<file path="src/rtl/tt_um_tqv_peripheral_harness_nes_pkg.sv">
// Shared constants for the NES controller harness: register map, bit indices,
// reader FSM states and the default NES clock divider.
package tt_um_tqv_peripheral_harness_nes_pkg;

  localparam int DIV_DEFAULT = 32;

  localparam logic [3:0] ADDR_BUTTONS = 4'h0;
  localparam logic [3:0] ADDR_CTRL    = 4'h1;
  localparam logic [3:0] ADDR_STATUS  = 4'h2;

  localparam int CTRL_AUTO_BIT    = 0;
  localparam int CTRL_START_BIT   = 1;
  localparam int STATUS_BUSY_BIT  = 0;
  localparam int STATUS_VALID_BIT = 1;

  typedef enum logic [2:0] {
    ST_IDLE,
    ST_LATCH,
    ST_CLK_LO,
    ST_CLK_HI,
    ST_DONE
  } reader_state_t;

endpackage

</file>
<file path="src/rtl/tt_um_tqv_peripheral_harness_nes_if.sv">
// Tiny Tapeout style pin bundle: dedicated inputs, bidirectional inputs,
// outputs and bidirectional output enables.
interface tt_um_tqv_peripheral_harness_nes_if;
  logic [7:0] ui_in;
  logic [7:0] uio_in;
  logic [7:0] uo_out;
  logic [7:0] uio_out;
  logic [7:0] uio_oe;

  modport master (output ui_in, output uio_in, input uo_out, input uio_out, input uio_oe);
  modport slave  (input ui_in, input uio_in, output uo_out, output uio_out, output uio_oe);
endinterface

</file>
<file path="src/rtl/tt_um_tqv_peripheral_harness_nes_reader.sv">
// NES controller reader: latch pulse, 8 clock pulses, serial data capture.
// nes_data must already be synchronized to clk.
module nes_reader
  import tt_um_tqv_peripheral_harness_nes_pkg::*;
#(
  parameter int DIV = DIV_DEFAULT
) (
  input  logic       clk,
  input  logic       srst,
  input  logic       start,
  input  logic       nes_data,
  output logic       nes_latch,
  output logic       nes_clk,
  output logic       busy,
  output logic       done,
  output logic [7:0] shift_data
);
  localparam int CW = $clog2(2 * DIV);
  localparam logic [CW-1:0] LATCH_LAST = CW'(2 * DIV - 1);
  localparam logic [CW-1:0] HALF_LAST  = CW'(DIV - 1);

  reader_state_t state_reg;
  logic [CW-1:0] cnt_reg;
  logic [2:0]    bit_reg;
  logic [7:0]    shift_reg;
  logic          latch_reg;
  logic          clk_reg;

  // Latch/clock registers change together with the state so the pins never glitch.
  always_ff @(posedge clk) begin
    if (srst) begin
      state_reg <= ST_IDLE;
      cnt_reg   <= '0;
      bit_reg   <= '0;
      shift_reg <= '0;
      latch_reg <= 1'b0;
      clk_reg   <= 1'b0;
    end else begin
      case (state_reg)
        ST_IDLE: begin
          if (start) begin
            state_reg <= ST_LATCH;
            cnt_reg   <= '0;
            bit_reg   <= '0;
            latch_reg <= 1'b1;
          end
        end
        ST_LATCH: begin
          if (cnt_reg == LATCH_LAST) begin
            shift_reg[0] <= nes_data;
            cnt_reg      <= '0;
            latch_reg    <= 1'b0;
            state_reg    <= ST_CLK_LO;
          end else begin
            cnt_reg <= cnt_reg + CW'(1);
          end
        end
        ST_CLK_LO: begin
          if (cnt_reg == HALF_LAST) begin
            // Bit 0 was taken at the end of LATCH; the first low phase only waits.
            if (bit_reg != 3'd0) begin
              shift_reg[bit_reg] <= nes_data;
            end
            cnt_reg   <= '0;
            clk_reg   <= 1'b1;
            state_reg <= ST_CLK_HI;
          end else begin
            cnt_reg <= cnt_reg + CW'(1);
          end
        end
        ST_CLK_HI: begin
          if (cnt_reg == HALF_LAST) begin
            cnt_reg <= '0;
            clk_reg <= 1'b0;
            if (bit_reg == 3'd7) begin
              state_reg <= ST_DONE;
            end else begin
              bit_reg   <= bit_reg + 3'd1;
              state_reg <= ST_CLK_LO;
            end
          end else begin
            cnt_reg <= cnt_reg + CW'(1);
          end
        end
        ST_DONE: begin
          state_reg <= ST_IDLE;
        end
        default: begin
          state_reg <= ST_IDLE;
        end
      endcase
    end
  end

  assign nes_latch  = latch_reg;
  assign nes_clk    = clk_reg;
  assign busy       = (state_reg != ST_IDLE);
  assign done       = (state_reg == ST_DONE);
  assign shift_data = shift_reg;

endmodule

</file>
<file path="src/rtl/tt_um_tqv_peripheral_harness_nes.sv">
// SPI-mode-0 register interface around an NES controller reader.
// Optional auto-poll feature selected by macro NES_AUTOPOLL_EN.
module tt_um_tqv_peripheral_harness_nes
  import tt_um_tqv_peripheral_harness_nes_pkg::*;
#(
  parameter int DIV = DIV_DEFAULT
) (
  input logic clk,
  input logic rst_n,
  input logic ena,
  tt_um_tqv_peripheral_harness_nes_if.slave pins
);
  localparam int NSYNC = 4;
  // Lane order: 0 CS_n, 1 MOSI, 2 SCK, 3 NES data. CS_n and NES data idle high.
  localparam logic [NSYNC-1:0] SYNC_RST = 4'b1001;

  logic [NSYNC-1:0] sync_in;
  logic [NSYNC-1:0] sync_out;

  assign sync_in = {pins.ui_in[1], pins.uio_in[3], pins.uio_in[1], pins.uio_in[0]};

  for (genvar gi = 0; gi < NSYNC; gi++) begin : g_sync
    logic stage1_reg;
    logic stage2_reg;
    always_ff @(posedge clk) begin
      if (rst_n) begin
        stage1_reg <= SYNC_RST[gi];
        stage2_reg <= SYNC_RST[gi];
      end else begin
        stage1_reg <= sync_in[gi];
        stage2_reg <= stage1_reg;
      end
    end
    assign sync_out[gi] = stage2_reg;
  end

  logic cs_active, mosi_s, sck_s, nes_data_s;
  assign cs_active  = ~sync_out[0];
  assign mosi_s     = sync_out[1];
  assign sck_s      = sync_out[2];
  assign nes_data_s = sync_out[3];

  logic       sck_prev_reg;
  logic [3:0] bit_cnt_reg;
  logic [7:0] shift_in_reg;
  logic [7:0] cmd_reg;
  logic [7:0] miso_shift_reg;
  logic       miso_reg;
  logic [7:0] buttons_reg;
  logic       valid_reg;
  logic       start_pulse_reg;

  logic       sck_rise, sck_fall;
  logic [7:0] shift_next;
  logic [7:0] rd_data;
  logic       wr_en, rd_buttons_end;
  logic       reader_busy, reader_done, nes_latch, nes_clk;
  logic [7:0] reader_shift;
  logic       auto_start, auto_bit;

  assign sck_rise   = sck_s & ~sck_prev_reg;
  assign sck_fall   = ~sck_s & sck_prev_reg;
  assign shift_next = {shift_in_reg[6:0], mosi_s};

  // Side effects only happen on the 16th rising edge, so an aborted frame leaves no trace.
  assign wr_en          = cs_active && sck_rise && (bit_cnt_reg == 4'd15) && cmd_reg[7];
  assign rd_buttons_end = cs_active && sck_rise && (bit_cnt_reg == 4'd15) && !cmd_reg[7]
                          && (cmd_reg[3:0] == ADDR_BUTTONS);

  always_comb begin
    rd_data = 8'h00;
    case (shift_next[3:0])
      ADDR_BUTTONS: rd_data = buttons_reg;
      ADDR_CTRL:    rd_data[CTRL_AUTO_BIT] = auto_bit;
      ADDR_STATUS: begin
        rd_data[STATUS_BUSY_BIT]  = reader_busy;
        rd_data[STATUS_VALID_BIT] = valid_reg;
      end
      default: rd_data = 8'h00;
    endcase
  end

  always_ff @(posedge clk) begin
    if (rst_n) begin
      sck_prev_reg   <= 1'b0;
      bit_cnt_reg    <= '0;
      shift_in_reg   <= '0;
      cmd_reg        <= '0;
      miso_shift_reg <= '0;
      miso_reg       <= 1'b0;
    end else begin
      sck_prev_reg <= sck_s;
      if (!cs_active) begin
        bit_cnt_reg    <= '0;
        shift_in_reg   <= '0;
        miso_shift_reg <= '0;
        miso_reg       <= 1'b0;
      end else if (sck_rise) begin
        shift_in_reg <= shift_next;
        bit_cnt_reg  <= bit_cnt_reg + 4'd1;
        if (bit_cnt_reg == 4'd7) begin
          cmd_reg <= shift_next;
          if (!shift_next[7]) begin
            miso_shift_reg <= rd_data;
          end
        end
      end else if (sck_fall) begin
        miso_reg       <= miso_shift_reg[7];
        miso_shift_reg <= {miso_shift_reg[6:0], 1'b0};
      end
    end
  end

  always_ff @(posedge clk) begin
    if (rst_n) begin
      buttons_reg     <= '0;
      valid_reg       <= 1'b0;
      start_pulse_reg <= 1'b0;
    end else begin
      start_pulse_reg <= wr_en && (cmd_reg[3:0] == ADDR_CTRL) && shift_next[CTRL_START_BIT];
      if (rd_buttons_end) begin
        valid_reg <= 1'b0;
      end
      // A completed scan outranks a simultaneous read-clear.
      if (reader_done) begin
        buttons_reg <= ~reader_shift;
        valid_reg   <= 1'b1;
      end
    end
  end

`ifdef NES_AUTOPOLL_EN
  logic        auto_reg;
  logic [15:0] poll_cnt_reg;
  always_ff @(posedge clk) begin
    if (rst_n) begin
      auto_reg     <= 1'b0;
      poll_cnt_reg <= '0;
    end else begin
      poll_cnt_reg <= poll_cnt_reg + 16'd1;
      if (wr_en && (cmd_reg[3:0] == ADDR_CTRL)) begin
        auto_reg <= shift_next[CTRL_AUTO_BIT];
      end
    end
  end
  assign auto_start = auto_reg && (poll_cnt_reg == 16'hFFFF);
  assign auto_bit   = auto_reg;
`else
  assign auto_start = 1'b0;
  assign auto_bit   = 1'b0;
`endif

  nes_reader #(
    .DIV(DIV)
  ) u_reader (
    .clk       (clk),
    .srst      (rst_n),
    .start     (start_pulse_reg | auto_start),
    .nes_data  (nes_data_s),
    .nes_latch (nes_latch),
    .nes_clk   (nes_clk),
    .busy      (reader_busy),
    .done      (reader_done),
    .shift_data(reader_shift)
  );

  assign pins.uo_out  = {nes_clk, nes_latch, 5'b00000, valid_reg};
  assign pins.uio_out = {5'b00000, miso_reg, 2'b00};
  assign pins.uio_oe  = 8'b0000_0100;

  logic unused_ok;
  assign unused_ok = &{1'b0, ena, pins.ui_in[7:2], pins.ui_in[0], pins.uio_in[7:4],
                       pins.uio_in[2], cmd_reg[6:4]};

endmodule

</file>
<file path="src/flat_wrapper.sv">
// flat-port wrapper written by rule: the top's interface ports become plain ports
module tt_um_tqv_peripheral_harness_nes_flat import tt_um_tqv_peripheral_harness_nes_pkg::*;
#(
  parameter int DIV = DIV_DEFAULT
)
  (clk, rst_n, ena, pins_ui_in, pins_uio_in, pins_uo_out, pins_uio_out, pins_uio_oe);
  tt_um_tqv_peripheral_harness_nes_if pins_i ();
  input logic clk;
  input logic rst_n;
  input logic ena;
  input wire logic [$bits(pins_i.ui_in)-1:0] pins_ui_in;
  input wire logic [$bits(pins_i.uio_in)-1:0] pins_uio_in;
  output wire logic [$bits(pins_i.uo_out)-1:0] pins_uo_out;
  output wire logic [$bits(pins_i.uio_out)-1:0] pins_uio_out;
  output wire logic [$bits(pins_i.uio_oe)-1:0] pins_uio_oe;
  assign pins_i.ui_in = pins_ui_in;
  assign pins_i.uio_in = pins_uio_in;
  assign pins_uo_out = pins_i.uo_out;
  assign pins_uio_out = pins_i.uio_out;
  assign pins_uio_oe = pins_i.uio_oe;
  tt_um_tqv_peripheral_harness_nes #(.DIV(DIV)) u_core (.clk(clk), .rst_n(rst_n), .ena(ena), .pins(pins_i));
endmodule
</file>
<file path="config.mk">
export PLATFORM = sky130hd
export DESIGN_NAME = tt_um_tqv_peripheral_harness_nes_flat
export DESIGN_NICKNAME = d
export VERILOG_FILES = /design/src/rtl/tt_um_tqv_peripheral_harness_nes_pkg.sv /design/src/rtl/tt_um_tqv_peripheral_harness_nes_if.sv /design/src/rtl/tt_um_tqv_peripheral_harness_nes_reader.sv /design/src/rtl/tt_um_tqv_peripheral_harness_nes.sv /design/src/flat_wrapper.sv
export SDC_FILE = /design/constraint.sdc
export NUM_CORES = 1
export LEC_CHECK = 0
export ABC_AREA = 1
export BUFFER_PORTS_ARGS = -buffer_cell sky130_fd_sc_hd__buf_2
export CORE_MARGIN = 2
export CORE_UTILIZATION = 57
export DETAILED_ROUTE_END_ITERATION = 8
export PLACE_DENSITY = 0.91
export SYNTH_ARGS = -nofsm -noshare
export SYNTH_HDL_FRONTEND = slang
export SYNTH_SLANG_ARGS = --single-unit
export TNS_END_PERCENT = 5
</file>
<file path="constraint.sdc">
create_clock -name clk -period 1.5 [get_ports clk]
set_input_delay 0.45 -clock clk [delete_from_list [all_inputs] [get_ports clk]]
set_output_delay 0.45 -clock clk [all_outputs]
set_load 0.02 [all_outputs]
</file>
==> reports/metrics.cfg <==
[route]
viasPerCell=5.23
drtPass1Iterations=4
ant_nets=0
num_vias=2711
drt_iter0_drc=175
drt-wirelength-per-cell_um=11.8
post-route-drc-count=0
wirelength_um=6090

[synthesis]
ys_types=32
netlist_area_mm2=0.00307
ys_seq_elements=66
synthXorXnorAreaFrac_pct=0.285
synth-simple-area-share_pct=28.1
yosys_warnings=0
synth_area_leaders=dfxtp_1 43%, nand2_1 9.6%, a21oi_1 7.3%, nor2_1 6.8%, buf_4 6.1%
synth_top_family_by_area=simple AND/OR/NAND/NOR gates
synth.top_cell.area_share_pct=43.0
synth_top_area_cell=dfxtp_1
syn_area_per_cell_um2=7.23
muxShareOfSynthArea_pct=0
synthAdderAreaFrac_pct=2.04
synth_compound_area_share_pct=13.6
seq_area_frac_synth_pct=43.0
syn_inst=425

[global_route]
antenna_found_initial=0
grtUsageTotal_pct=21.4
grt_overflow=0
grt_pass1_wl_um=10300
grt_max_degree=19
grt_pass1_vias=2487

[clocking]
cts_max_path_buffers=2
clk_latency_ps=350
ctsHoldBuffers=0
tritoncts=done
root_buffer=clkbuf_8
numCtsBuffers=9
htree_levels=3
path_clk_slew_ps=70
post-cts-setup-buffer-count=0
numClockSinks=66

[final_layout]
syn_to_final_growth_pct=10.1
nFillCells=433
diodes=0
finalNetCount=467
final_common_cell=nand2_1
design_area_mm2=0.00338
final_cell_mix=76 x nand2_1, 60 x dfxtp_1, 55 x nor2_1
utilization_pct=65.4
drive_above_1_share_pct=17.2

[outcome]
outcome=finished, final reports clean

[worst_setup_path]
crit_top_cell=nand2_2
slowest_delay_ps=350
reg2reg_slack_ps=70
reg2reg_to=u_core.u_reader.state_reg[1]$_SDFFE_PP0P_
critPathCaptureType=flop
cp-start-kind=flop
critPathBufInv=0
crit_type=flop to flop
critPathTopFamily=simple AND/OR/NAND/NOR gates
worstPathArrival_ps=1670
path_cells=ha_4 -> nand2_2 -> nor2_4 -> nand2_4 -> nand2_2 -> nand2_2 -> nor2_4 -> nand2_1 -> nand2_1 -> nor2_1
reg2reg_from=u_core.u_reader.cnt_reg[1]$_SDFFE_PP0P_
critPathMaxFanout=5
critical_path_required_ps=1740
cpMaxStageDelayCell=dfxtp_2
reg2reg_depth=10
critPathLaunch=u_core.u_reader.cnt_reg[1]$_SDFFE_PP0P_

[floorplan]
die_area_mm2=0.00600
io_pins=43
row_count=26
die_x_um=77.4
fp.dieH_um=77.4
start_util_pct=59.4
core_area_mm2=0.00517

[placement]
dp_hpwl_um=4320
routabilityCongestion=0.870
port-buffer-count=9
dpl-instance-area_mm2=0.00315

[timing]
rsz0062_at_grt=true
finalSetupViolCount=0
max_freq_ghz=0.700
period_share_pct=95.3
finalSetupTns_ps=0
hold_viol=0
fin_crit_ps=1430
slew_viol_final=0
clock_skew_ps=7.27

[min_path]
worstHoldStart=pins_ui_in[1]
hold_class=input pin to flop
min_path_cells=2
hold_end=u_core.g_sync[3].stage1_reg$_SDFF_PP1_

[power]
p_leak_nw=1.52
p_per_area_mw_per_mm2=996
peakVddDrop_uv=645

[run]
cap_violations=0

[where the power goes]
part | switching (mW) | internal [mW] | total (mW)
clock network | 0.702 | 0.762 | 1.46
logic | 0.101 | 0.0330 | 0.134
registers | 0.00744 | 1.76 | 1.77
[timing repair]
item | in CTS | in global routing
endpoints found under the setup margin | 3 | 19
gates resized for setup | 3 | 12
pin swaps | 0 | 3
[kinds of logic after synthesis]
group,after synthesis
simple gates,191
flops,66
compound gates,81
buf+inv,79
other cells,2
fa+ha+maj,5
xor+xnor,1
[worst max-delay path by stage]
stage / to / cells past startpoint / slack [ps]
after global routing: u_core.u_reader.bit_reg[1]$_SDFFE_PP0P_ / 8 / -20
after CTS: u_core.u_reader.shift_data[0]$_SDFFE_PP0P_ / 10 / 20
after global placement: u_core.miso_shift_reg[3]$_SDFFE_PP0P_ / 8 / 70
after detailed placement: u_core.u_reader.state_reg[1]$_SDFFE_PP0P_ / 10 / 9
final: u_core.u_reader.state_reg[1]$_SDFFE_PP0P_ / 10 / 70
after floorplan: u_core.u_reader.state_reg[1]$_SDFFE_PP0P_ / 10 / 90
[through the flow]
stage	hold slack, ps	worst slack (ps)	total power, mW	std cells
final	280	70.9	3.37	518
after global routing	284	-21.4	3.49	518
after CTS	266	15.5	3.40	518
after detailed placement	399	8.68	1.94	502
after global placement	390	71.5	1.94	502
after floorplan	388	85.3	1.95	443
[layout make-up]
class / instances / area, um2 / area share [%]
Clock buffer: 9 / 124 / 3.66
Clock inverter: 7 / 70.1 / 2.07
Inverter: 47 / 176 / 5.21
Multi-Input combinational cell: 298 / 1460 / 43.2
Sequential cell: 66 / 1330 / 39.3
Tap cell: 70 / 87.6 / 2.59
Timing Repair Buffer: 21 / 135 / 3.99
[synth_stat cells (all sizes together)]
library cell / count
o21ai: 32
a31oi: 2
nand3b: 1
nor2: 61
nand4: 4
o211a: 1
or2: 4
clkinv: 1
nor3: 5
buf: 28
nor4: 1
clkbuf: 4
conb: 2
xor2: 1
nand2: 87
dfxtp: 66
nand3: 27
inv: 46
a21oi: 46
nor4b: 1
ha: 5
[per-layer routing]
layer | GRT usage [%] | wire length [um] | share of wire, %
met1 | 25.0 | 2680 | 44
met2 | 35.5 | 2970 | 49
met3 | 4.88 | 254 | 4.2
met4 | 13.0 | 185 | 3.0
met5 | 0 | 0 | 0
(Power assumes the default switching activity.)
